### config.mk
export PLATFORM = sky130hd
export DESIGN_NAME = sram_bist_march
export DESIGN_NICKNAME = d
export VERILOG_FILES = /design/src/rtl/sram_bist_pkg.sv /design/src/rtl/sram_bist_addr_gen.sv /design/src/rtl/sram_bist_march.sv
export SDC_FILE = /design/constraint.sdc
export NUM_CORES = 1
export LEC_CHECK = 0
export ABC_AREA = 1
export CORE_MARGIN = 1.5
export CORE_UTILIZATION = 55
export CTS_BUF_LIST = sky130_fd_sc_hd__clkbuf_8
export DETAILED_ROUTE_END_ITERATION = 16
export DONT_BUFFER_PORTS = 1
export GPL_TIMING_DRIVEN = 0
export HOLD_SLACK_MARGIN = 0.03
export PLACE_DENSITY = 0.78
export SLEW_MARGIN = 0
export SYNTH_ARGS = -nofsm -noshare
export SYNTH_HDL_FRONTEND = slang
export SYNTH_SLANG_ARGS = --single-unit
### constraint.sdc
create_clock -name clk0 -period 2.9 [get_ports clk0]
set_input_delay 0.58 -clock clk0 [delete_from_list [all_inputs] [get_ports clk0]]
set_output_delay 0.58 -clock clk0 [all_outputs]
set_load 0.05 [all_outputs]
### src/rtl/sram_bist_pkg.sv
// sram_bist_pkg: shared state encoding and March C- element table for the SRAM BIST.
package sram_bist_pkg;
   typedef enum logic [3:0] {IDLE, M0, M1, M2, M3, M4, M5, DRAIN, DONE} state_t;
   localparam int FAIL_CNT_W = 8;
   // Element tables are indexed by element number (M0 = bit 0).
   localparam logic [7:0] EL_DOWN = 8'b0001_1000;
   localparam logic [7:0] EL_TWO  = 8'b0001_1110;
   localparam logic [7:0] EL_RPOL = 8'b0001_0100;
   localparam logic [7:0] EL_WPOL = 8'b0000_1010;
endpackage

### src/rtl/sram_bist_addr_gen.sv
// sram_bist_addr_gen: loadable up/down address counter with terminal-count flag.
module sram_bist_addr_gen #(
   parameter int ADDR_WIDTH = 4,
   parameter int RAM_DEPTH  = 1 << ADDR_WIDTH
)(
   input  logic                  clk0,
   input  logic                  rst_n,
   input  logic                  load,
   input  logic                  step,
   input  logic                  down,
   input  logic [ADDR_WIDTH-1:0] load_val,
   output logic [ADDR_WIDTH-1:0] cnt,
   output logic [ADDR_WIDTH-1:0] nxt,
   output logic                  tc
);
   always_comb nxt = load ? load_val : step ? (down ? cnt - 1'b1 : cnt + 1'b1) : cnt;
   assign tc = down ? (cnt == '0) : (cnt == ADDR_WIDTH'(RAM_DEPTH - 1));
   always_ff @(posedge clk0 or negedge rst_n)
      if (!rst_n) cnt <= '0;
      else cnt <= nxt;
endmodule

### src/rtl/sram_bist_march.sv
// sram_bist_march: March C- BIST initiator for one OpenRAM 1RW port with miscompare reporting.
module sram_bist_march import sram_bist_pkg::*; #(
   parameter int DATA_WIDTH = 2,
   parameter int ADDR_WIDTH = 4,
   parameter int RAM_DEPTH  = 1 << ADDR_WIDTH
)(
   input  logic                  clk0,
   input  logic                  rst_n,
   input  logic                  start,
   output logic                  busy,
   output logic                  done,
   output logic                  fail,
   output logic [ADDR_WIDTH-1:0] fail_addr,
   output logic [FAIL_CNT_W-1:0] fail_count,
   output logic                  csb0,
   output logic                  web0,
   output logic [ADDR_WIDTH-1:0] addr0,
   output logic [DATA_WIDTH-1:0] din0,
   input  logic [DATA_WIDTH-1:0] dout0
);
   state_t state, state_n;
   logic phase, phase_n, ld, step, tc, go, issue, rd, csb_n, web_n;
   logic [2:0] e, e_n;
   logic [ADDR_WIDTH-1:0] ld_val, nxt, s1_addr, s2_addr;
   logic [DATA_WIDTH-1:0] din_n, s1_exp, s2_exp;
   logic s1_v, s2_v;

   assign e  = 3'(state - M0);
   assign go = (state == IDLE || state == DONE) && start;

   sram_bist_addr_gen #(.ADDR_WIDTH(ADDR_WIDTH), .RAM_DEPTH(RAM_DEPTH)) u_addr (
      .clk0(clk0), .rst_n(rst_n), .load(ld), .step(step), .down(EL_DOWN[e]),
      .load_val(ld_val), .cnt(addr0), .nxt(nxt), .tc(tc)
   );

   // state/phase/counter always describe the op that will sit on the port after this edge
   always_comb begin
      state_n = state;
      phase_n = phase;
      ld      = 1'b0;
      ld_val  = '0;
      step    = 1'b0;
      if (state == IDLE || state == DONE) begin
         if (start) begin
            state_n = M0;
            phase_n = 1'b0;
            ld      = 1'b1;
         end
      end else if (state == DRAIN) begin
         state_n = DONE;
      end else if (EL_TWO[e] && !phase) begin
         phase_n = 1'b1;
      end else if (!tc) begin
         phase_n = 1'b0;
         step    = 1'b1;
      end else begin
         phase_n = 1'b0;
         if (state == M5) begin
            state_n = DRAIN;
         end else begin
            state_n = state_t'(state + 4'd1);
            ld      = 1'b1;
            ld_val  = {ADDR_WIDTH{EL_DOWN[e + 3'd1]}};
         end
      end
      issue = state_n != IDLE && state_n != DRAIN && state_n != DONE;
      e_n   = 3'(state_n - M0);
      rd    = issue && (state_n == M5 || (EL_TWO[e_n] && !phase_n));
      csb_n = !issue;
      web_n = !(issue && !rd);
      din_n = (issue && !rd) ? {DATA_WIDTH{EL_WPOL[e_n]}} : din0;
   end

   always_ff @(posedge clk0 or negedge rst_n)
      if (!rst_n) begin
         state <= IDLE;
         phase <= 1'b0;
      end else begin
         state <= state_n;
         phase <= phase_n;
      end

   always_ff @(posedge clk0 or negedge rst_n)
      if (!rst_n) begin
         csb0       <= 1'b1;
         web0       <= 1'b1;
         din0       <= '0;
         busy       <= 1'b0;
         done       <= 1'b0;
         fail       <= 1'b0;
         fail_addr  <= '0;
         fail_count <= '0;
         s1_v       <= 1'b0;
         s1_exp     <= '0;
         s1_addr    <= '0;
         s2_v       <= 1'b0;
         s2_exp     <= '0;
         s2_addr    <= '0;
      end else begin
         csb0    <= csb_n;
         web0    <= web_n;
         din0    <= din_n;
         busy    <= state_n != IDLE && state_n != DONE;
         done    <= state_n == DONE;
         s1_v    <= rd;
         s1_exp  <= {DATA_WIDTH{EL_RPOL[e_n]}};
         s1_addr <= nxt;
         s2_v    <= s1_v;
         s2_exp  <= s1_exp;
         s2_addr <= s1_addr;
         if (go) begin
            fail       <= 1'b0;
            fail_addr  <= '0;
            fail_count <= '0;
         end else if (s2_v && (dout0 !== s2_exp)) begin
            fail <= 1'b1;
            if (!fail) fail_addr <= s2_addr;
            if (fail_count != '1) fail_count <= fail_count + 1'b1;
         end
      end
endmodule

After elaboration in Yosys (flattened, before gate mapping) --
Memories as Yosys holds them, arrays and structs flattened. A register that Yosys moved wholly into a read port is not among the register bits. Index checks and enable logic that the tools add are counted.
Word-level totals: bits in registers 33, bits in read-only memories 48, memories kept 6
Memory list:
- (name not given) | depth 8, bits a word 1, read ports 1, clocked after Yosys merged registers in 1, wr ports 0, RTL line sram_bist_march.sv:106 | s1_exp <= {DATA_WIDTH{EL_RPOL[e_n]}};
- (name not given) | depth 8, bits a word 1, read ports 1, clocked after Yosys merged registers in 1, wr ports 0, RTL line sram_bist_march.sv:71 | din_n = (issue && !rd) ? {DATA_WIDTH{EL_WPOL[e_n]}} : din0;
- (name not given) | depth 8, bits a word 1, read ports 1, clocked after Yosys merged registers in 0, wr ports 0, RTL line sram_bist_march.sv:68 | rd = issue && (state_n == M5 || (EL_TWO[e_n] && !phase_n));
- (name not given) | depth 8, bits a word 1, read ports 1, clocked after Yosys merged registers in 0, wr ports 0, RTL line sram_bist_march.sv:63 | ld_val = {ADDR_WIDTH{EL_DOWN[e + 3'd1]}};
- (name not given) | depth 8, bits a word 1, read ports 1, clocked after Yosys merged registers in 0, wr ports 0, RTL line sram_bist_march.sv:51 | end else if (EL_TWO[e] && !phase) begin
- (name not given) | depth 8, bits a word 1, read ports 1, clocked after Yosys merged registers in 0, wr ports 0, RTL line sram_bist_march.sv:32 | .clk0(clk0), .rst_n(rst_n), .load(ld), .step(step), .down(EL_DOWN[e]),
Operators by class: add/subtract/negate cells 7, order comparisons 3, equality and inequality tests 11, multiplexer cells 41, reductions and logical operators 26
Operators with widths (number):
- 2-to-1 mux 4 bit | 17
- 2-to-1 mux 8 bit | 3
- 2-to-1 mux 1 bit | 21
- == test 4 x 3 -> 1 bit (second input constant) | 3
- == test 4 bit (second input constant) | 3
- less-than comparator 3 x 4 -> 1 bit (second input constant) | 3
- logical AND 1 bit | 9
- adder 4 x 1 -> 4 bit (second input constant) | 2
- adder 8 x 1 -> 8 bit (second input constant) | 1
- zero test 4 bit | 2
- != test 8 bit (second input constant) | 1
- zero test 1 bit | 7
- nonzero test 2 bit | 3
- subtractor 3 x 1 -> 3 bit (second input constant) | 2
- != test 4 x 3 -> 1 bit (second input constant) | 1
- != test 4 bit (second input constant) | 1
- AND reduction 2 bit | 2
- nonzero test 4 bit | 1
- subtractor 4 x 1 -> 4 bit (second input constant) | 1
- adder 3 x 1 -> 3 bit (second input constant) | 1
- logical OR 1 bit | 2
- != test 2 x 1 -> 1 bit (second input constant) | 1
- case inequality test 2 bit | 1

Logic depth before layout (Yosys ltp) --
Gate-level depths: netlist of the first run.
word-level depth 17, depth in mapped cells 18

Cells and area by module --
A second synthesis of the first run with hierarchy kept.
Second synthesis, totals: cells, all modules 231, area total of the unflattened synthesis 1989.4 um2
By module, submodules not included:
- sram_bist_march | times used 1, cells an instance 185, area each 1671.6 um2, seq. area each 878.3 um2
- sram_bist_addr_gen | times used 1, cells an instance 46, area each 317.8 um2, seq. area each 100.1 um2

Worst setup path after synthesis of the first run --
No wires, ideal clock.
path type reg2reg, from register state[1], to register, netlist name din0[0], library setup time 0.119 ns, data arrival time 1.870 ns, data required time 2.781 ns, path slack 0.911 ns, cell stages (with the launch flop) 18, buffers on the path 0, clock period less this slack 1.989 ns, cells stage by stage dfrtp_1 inv_1 ha_1 or2_4 clkinv_1 nor2_1 nand3_1 nand3_2 nand2_4 inv_4 nand2_2 nand2_2 nand3_2 nand2_1 nand2_2 nand3_2 nand2_1 nand2_1
On the way: word-level cells in the longest chain between the ends 16, elaborated cells on any way between the ends 37, those cells by class add/sub (3); eq/ne (6); mux (13); reduce/logical (12); memory (3)
Ends and longest elaborated chain:
- from (decl) | RTL line sram_bist_march.sv:21 | state_t state, state_n;
- from (signal assigned) | RTL line sram_bist_march.sv:79 | state <= state_n;
- subtractor 3 x 1 -> 3 bit | RTL line sram_bist_march.sv:28 | assign e = 3'(state - M0);
- memory (8 x 1 bit)
- 2-to-1 mux 1 bit (not written as such) | RTL line sram_bist_march.sv:32
- 2-to-1 mux 1 bit | RTL line sram_bist_addr_gen.sv:17 | assign tc = down ? (cnt == '0) : (cnt == ADDR_WIDTH'(RAM_DEPTH - 1));
- 2-to-1 mux 4 bit | RTL line sram_bist_march.sv:53 | end else if (!tc) begin
- 2-to-1 mux 4 bit | RTL line sram_bist_march.sv:51
- 2-to-1 mux 4 bit | RTL line sram_bist_march.sv:49 | end else if (state == DRAIN) begin
- 2-to-1 mux 4 bit (*) | RTL line sram_bist_march.sv:43 | if (state == IDLE || state == DONE) begin
- named net state_n[0] | RTL line sram_bist_march.sv:21
- subtractor 3 x 1 -> 3 bit | RTL line sram_bist_march.sv:67 | e_n = 3'(state_n - M0);
- memory (8 x 1 bit)
- 2-to-1 mux 1 bit (not written as such) | RTL line sram_bist_march.sv:68
- logical AND 1 bit | RTL line sram_bist_march.sv:68
- logical OR 1 bit | RTL line sram_bist_march.sv:68
- logical AND 1 bit | RTL line sram_bist_march.sv:68
- zero test 1 bit | RTL line sram_bist_march.sv:71
- logical AND 1 bit | RTL line sram_bist_march.sv:71
The timed path passes the listed nets; every way through them passes the cells marked *. The select of a mux whose other input is x is not followed. A chain may end at the register's enable or synchronous reset.

Worst setup path in the final report of the first run --
from register state[1], to register, netlist name din0[0]
On the way: word-level cells in the longest chain between the ends 16, elaborated cells on any way between the ends 37, those cells by class add/sub (3); eq/ne (6); mux (13); reduce/logical (12); memory (3)
Ends and longest elaborated chain (RTL line):
- subtractor 3 x 1 -> 3 bit | sram_bist_march.sv:28
- memory (8 x 1 bit)
- 2-to-1 mux 1 bit (not written as such) | sram_bist_march.sv:32
- 2-to-1 mux 1 bit | sram_bist_addr_gen.sv:17
- 2-to-1 mux 4 bit | sram_bist_march.sv:53
- 2-to-1 mux 4 bit | sram_bist_march.sv:51
- 2-to-1 mux 4 bit | sram_bist_march.sv:49
- 2-to-1 mux 4 bit | sram_bist_march.sv:43
- subtractor 3 x 1 -> 3 bit | sram_bist_march.sv:67
- memory (8 x 1 bit)
- 2-to-1 mux 1 bit (not written as such) | sram_bist_march.sv:68
- logical AND 1 bit | sram_bist_march.sv:68
- logical OR 1 bit | sram_bist_march.sv:68
- logical AND 1 bit | sram_bist_march.sv:68
- zero test 1 bit | sram_bist_march.sv:71
- logical AND 1 bit | sram_bist_march.sv:71
Several ways; a longest one is shown, not always the timed one. The select of a mux whose other input is x is not followed.

==> results by group, run 1 <==
Yosys
  – Largest area contributor in the netlist: dfrtp_1
  – Synthesized area: ~0.0019 mm²
  – Cells after Synth: roughly 220
  – Sequential-to-total area share from yosys stat: 0.4591
  – Number of flops mapped to enable cells by yosys: 0
  – Mapped Avg Cell Area: between 8 and 9 µm²
  – Mapped Nets: between 200 and 250
  – Synth async-reset ratio: 1.000
  – Post-synth top cells: 33 x dfrtp_1, 33 x nand2_1, 28 x inv_1
  – YS warnings: 0
  – Yosys cell types: 36
  – Top cells by area, synth: dfrtp_1 43%, ha_1 6.5%, nand2_1 6.5%
  – Yosys top cell area share: 0.4317
  – Synthesized flop and latch total: 35
  – Ys flop type: dfrtp_1

Critical path
  – Crit Path Category: reg2reg
  – Worst endpoint required time: between 3 and 4 ns
  – Critical path endpoint category: flop
  – Most used cell along the critical path: nand2_1
  – Critical Path Max Stage Delay: about 0.44 ns
  – Top delay family on crit path: simple AND/OR/NAND/NOR gates
  – Worst Path Max Fanout: 6
  – Slowest cell on crit path: dfrtp_1
  – Critical path launch point type: flop
  – Critical path buffers and inverters: 2
  – CP arrival: around 2.4 ns
  – CP Cell Sequence: inv_1 -> ha_1 -> nand3_1 -> nand2_4 -> inv_2 -> nor2_2 -> nand2_1 -> nand2_1 -> nand2_1 -> nand3_2 -> o21a_1 -> nand3_2 -> nand2_1 -> nand2_1

STA
  – Post-layout worst setup margin: roughly 0.66 ns
  – Worst-Margin Slew: about 0.66 ns
  – Clock Skew: between 0.004 and 0.005 ns
  – Max Clock Freq: ~0.45 GHz
  – Period utilization: 0.7721
  – Setup_tns: 0 ns
  – # setup viols final: 0
  – Relative slew slack: 0.5624
  – Slew Limit Fails: 0
  – Minimum clock period after layout: 2.239 ns
  – RSZ-0062 raised after global routing: no
  – Final Hold Fails: 0

Pwr
  – Leak Pwr: between 0.001 and 0.0015 µW
  – Peak VDD IR: about 0.34 mV
  – Overall Power: approximately 1200 µW
  – PD cells: a little under 600 mW/mm²

Global routing
  – Initial antenna violation count: 0
  – Vias in the first global route: around 1300
  – Grt total ovfl: 0
  – First-pass GRT wire length: around 5600 µm
  – All-layer global routing usage: 0.2073
  – Pin count of the biggest net entering global routing: 34

Finish
  – Ant. Diodes: 0
  – Non-filler instance count after layout: between 200 and 300
  – Area Growth Syn to Fin: 8.829%
  – Share of layout cells above drive strength 1: 0.1894
  – # nets final: 242

Outcome
  – Status: completed

Clock tree
  – H-Tree Depth: 2
  – Num CTS Buffers: 5
  – Clock transition at path regs: approximately 0.070 ns
  – Sink Count: 35
  – Clock buffer depth: 2
  – Setup Buffers After CTS: 0
  – Worst skew pair latency: 0.29 ns
  – Clock root cell: clkbuf_8
  – CTS tree: done

Floorplanning
  – Core Area: about 0.0033 mm²
  – Die outline width: around 62 µm
  – Row count: 21
  – Die height: around 62 µm
  – Starting Density: 0.5733
  – Die ar.: 0.003841 mm²
  – I/O Pins: 28

Route
  – Routed Antenna Nets: 0
  – DR iter-0 viols: a little under 80
  – Vias per inst: approximately 5.2
  – Overall via count from detail_route: approximately 1400
  – TritonRoute pass-1 iters: 4
  – Drt drc: 0
  – Routed len/inst: 12.79 µm
  – Final WL: around 3500 µm

Place
  – Final HPWL DP: 2619 µm
  – DP Cell Count: 264
  – Routability cong.: roughly 0.83
  – Place WS: roughly 0.65 ns
  – Port-buffer cells: 0

Min path
  – Min-Delay Path Class: in2async

Run
  – Max_cap viols: 0
-- state kept, by name, indices dropped and copies added (netlist names), 4 cells and up --
signal	count
fail_addr	4
u_addr.cnt	4
fail_count	8
s2_addr	4
state	4
-- layer usage --
layer	global-route usage	vias to the layer above	routed length, µm
met5	0	-	0
met4	0.1003	0	70
met3	0.07453	7	197
met2	0.3557	31	1833
met1	0.2257	663	1391
li1	-	725	-
-- cell type report --
class | instances | area (µm²)
fillers | 290 | 1255
flip-flops and latches | 35 | 878.3
multi-input cells | 143 | 877.1
inverters | 38 | 146.4
clock buffers | 6 | 82.58
well taps | 46 | 57.56
repair buffers | 1 | 20.02
plain buffers | 2 | 11.26
clock inverters | 2 | 8.758
-- final timing paths --
path	from	slack [ns]	end	cells after the start
min in group clk0	s1_v$_DFF_PN0_	0.35	s2_v$_DFF_PN0_	0
worst min-delay path	rst_n	0.11	fail_addr[1]$_DFFE_PN0P_	1
worst max-delay path	state[1]$_DFF_PN0_	0.66	din0[0]$_DFFE_PN0P_	14
worst max register to register	state[1]$_DFF_PN0_	0.66	din0[0]$_DFFE_PN0P_	14
max in group asynchronous	rst_n	2.62	state[0]$_DFF_PN0_	1
worst min register to register	s1_v$_DFF_PN0_	0.35	s2_v$_DFF_PN0_	0
-- cell usage in the layout (no fill, tap or decap), types with 6 or more instances in the layout --
| cell | Yosys | final |
|---|---|---|
| nand2_1 | 33 | 33 |
| dfrtp_1 | 33 | 33 |
| o21ai_0 | 12 | 12 |
| clkbuf_8 | 0 | 6 |
| inv_2 | 6 | 6 |
| nor2_1 | 14 | 14 |
| nand3_1 | 15 | 15 |
| inv_1 | 28 | 29 |
| a21oi_1 | 13 | 13 |
| nand2_2 | 7 | 7 |
| ha_1 | 10 | 10 |
-- power breakdown --
part	switching, µW	internal, µW	total (µW)	leakage (µW)
combinational	68.8	44.9	114	0.000620
clock	165	188	353	0.0000524
sequential	234	536	770	0.000401
-- metrics by stage --
step                hold WS, ns  cell area [µm²]    util
floorplan                0.2844             1913       -
global placement         0.2851             1971  0.5906
detailed placement       0.2850             1971  0.5906
CTS                      0.1122             2082  0.6239
global route             0.1142             2082  0.6239
finish                   0.1091             2082  0.6239
-- logic make-up (layout without fill, tap and decap cells) --
family                     count (synthesis)  in the layout  synth area share
buffers and inverters                     40             49           0.08241
AOI/OAI and AO/OA                         37             37            0.1125
and+or+nand+nor                           91             91            0.2518
xor gates and xnor gates                   4              4           0.01832
adders and majority gates                 11             11           0.07587
DFF                                       35             35            0.4591
-- repair_timing --
action / in CTS / in global routing
hold endpoints to repair: 33 / 0
resized for setup: 0 / 0
hold buffers: 1 / 0
setup endpoints to repair: 0 / 0
Note: power is estimated with default switching activity, not from simulation.
==> inputs of run 2 (changes only) <==
Clock period 2.9 ns to 2.4 ns, I/O delays scaled along.
==> results by group, run 2 (synthesis results as in run 1) <==
Outcome
  – Status: completed

STA
  – # setup viols final: 0 (unchanged)
  – Final Hold Fails: 0 (unchanged)
  – RSZ-0062 raised after global routing: no
  – Setup_tns: 0 ns (unchanged)
  – Relative slew slack: 0.5746 (+0.01219)
  – Clock Skew: 0.004085 ns (-0.00001282 ns)
  – Worst-Margin Slew: 0.6382 ns (-0.01829 ns)
  – Minimum clock period after layout: 2.222 ns (-0.01686 ns)
  – Hold WS: 0.3513 ns (+0.2422 ns)
  – Period utilization: 0.9260 (+0.1538)
  – Slew Limit Fails: 0 (unchanged)
  – Max Clock Freq: 0.4500 GHz (+0.76%)
  – Post-layout worst setup margin: 0.1777 ns (-0.4831 ns)

Finish
  – Post-route cell area: 0.002096 mm² (+0.66%)
  – Max reg flops: 8 (unchanged)
  – Final Util: 0.6280 (+0.004124)
  – Top reg by flops: fail_count
  – Area Growth Syn to Fin: 9.549%
  – Fill cells: 290 (unchanged)
  – Ant. Diodes: 0 (unchanged)
  – Commonest non-fill, non-tap cell in the layout: nand2_1
  – Share of layout cells above drive strength 1: 0.1974 (+0.007941)
  – Most frequent cells in the layout: 33 x nand2_1, 32 x dfrtp_1, 29 x inv_1
  – # nets final: 243 (+0.41%)

Pwr
  – Seq pwr share: 0.621 (-0.002)
  – Leak Pwr: 0.001073 µW (about the same)
  – Clock group share of total power: 0.285 (about the same)
  – PD cells: 714.4 mW/mm² (+20%)
  – Peak VDD IR: 0.4106 mV (+21%)
  – P_int: 929.3 µW (+21%)
  – Combinational fraction of design power: 0.094 (+0.002)
  – Sw Share: 0.3793 (+0.0007403)
  – Net Sw Power: 568.0 µW (+21%)

Floorplanning
  – I/O Pins: 28 (unchanged)
  – Die outline width: 61.98 µm (unchanged)
  – Core Area: 0.003337 mm² (unchanged)
  – Starting Density: 0.5733 (unchanged)
  – Die ar.: 0.003841 mm² (unchanged)
  – Die height: 61.98 µm (unchanged)
  – Row count: 21 (unchanged)

Clock tree
  – Clock transition at path regs: 0.06 ns (about the same)
  – Setup Buffers After CTS: 0 (unchanged)
  – Worst skew pair latency: 0.29 ns (about the same)
  – CTS tree: done
  – Sink Count: 35 (unchanged)
  – Clock root cell: clkbuf_8
  – H-Tree Depth: 2 (unchanged)
  – Clock buffer depth: 2 (unchanged)
  – Num CTS Buffers: 5 (unchanged)

Route
  – Overall via count from detail_route: 1440 (+0.98%)
  – Drt drc: 0 (unchanged)
  – TritonRoute pass-1 iters: 4 (unchanged)
  – Routed Antenna Nets: 0 (unchanged)
  – Final WL: 3513 µm (+0.57%)
  – Vias per inst: 5.255 (+0.61%)
  – DR iter-0 viols: 78 (+1.3%)
  – Routed len/inst: 12.82 µm (+0.21%)

Critical path
  – Minimum setup slack among reg-to-reg paths: 0.18 ns (-0.48 ns)
  – Worst Path Max Fanout: 6 (unchanged)
  – Top delay family on crit path: simple AND/OR/NAND/NOR gates
  – Critical path buffers and inverters: 3 (+1)
  – Critical path endpoint category: flop
  – Crit Path Category: reg2reg
  – Worst endpoint required time: 2.58 ns (-0.50 ns)
  – Critical path launch point type: flop
  – Slowest cell on crit path: dfrtp_1
  – Critical Path Max Stage Delay: 0.44 ns (about the same)
  – CP arrival: 2.40 ns (-0.02 ns)
  – CP Cell Sequence: inv_1 -> ha_2 -> or2_4 -> clkinv_1 -> nor2_1 -> nand3_1 -> nand3_2 -> nand2_4 -> inv_4 -> nand2_2 -> nand2_2 -> nand3_2 -> nand2_1 -> nand2_2 -> nand3_2 -> nand2_1 -> nand2_1

Global routing
  – Pin count of the biggest net entering global routing: 35 (+2.9%)
  – First-pass GRT wire length: 5568 µm (-0.25%)
  – Vias in the first global route: 1318 (-0.15%)
  – Grt total ovfl: 0 (unchanged)
  – All-layer global routing usage: 0.2064 (-0.0008636)
  – Initial antenna violation count: 0 (unchanged)

Place
  – Final HPWL DP: 2619 µm (unchanged)
  – Place WS: 0.1467 ns (-0.5000 ns)
  – Routability cong.: 0.8342 (unchanged)
  – Port-buffer cells: 0 (unchanged)
  – Placed cell areas: 0.001971 mm² (unchanged)

Run
  – Max_cap viols: 0 (unchanged)

Min path
  – Min-Delay Path Class: reg2reg
[run 2: power groups by stage]
stage	Sequential, µW	Combinational (µW)	Clock (µW)
after global routing	947	162	462
after floorplan	929	103	0
after global placement	941	116	0
after detailed placement	945	125	0
final	930	141	427
after CTS	932	142	437
[run 2: repair_timing]
item,CTS,global route
hold buffers,2,0
endpoints found under the hold margin,34,0
resized for setup,0,2
endpoints found under the setup margin,0,1
[run 2: worst paths after layout]
path / to / from / cells after the start
min: s2_v$_DFF_PN0_ / s1_v$_DFF_PN0_ / 0
max reg2reg: din0[0]$_DFFE_PN0P_ / state[1]$_DFF_PN0_ / 17
min reg2reg: s2_v$_DFF_PN0_ / s1_v$_DFF_PN0_ / 0
min in group asynchronous: web0$_DFF_PN1_ / rst_n / 1
max: din0[0]$_DFFE_PN0P_ / state[1]$_DFF_PN0_ / 17
max in group asynchronous: csb0$_DFF_PN1_ / rst_n / 2
[run 2: area by class of cell]
type | count | area [µm²] | share of cell area
timing repair buffer | 2 | 30.03 | 0.01433
tap | 46 | 57.56 | 0.02746
clock inverter | 2 | 8.758 | 0.004179
sequential | 35 | 879.6 | 0.4197
multi-input combinational | 143 | 879.6 | 0.4197
clock buffer | 6 | 82.58 | 0.03940
buffer | 2 | 11.26 | 0.005373
inverter | 38 | 146.4 | 0.06985
[run 2: through the flow]
| step | std cells | power (µW) |
|---|---|---|
| after global routing | 274 | 1571 |
| after floorplan | 218 | 1032 |
| after global placement | 264 | 1058 |
| after CTS | 274 | 1511 |
| after detailed placement | 264 | 1070 |
| final | 274 | 1497 |
[run 2: per-layer routing]
metal	track usage	vias to the layer above	wire, µm
met4	0.1003	0	70
met5	0	-	0
met2	0.3527	32	1824
met1	0.2336	675	1461
met3	0.06211	7	156
li1	-	726	-
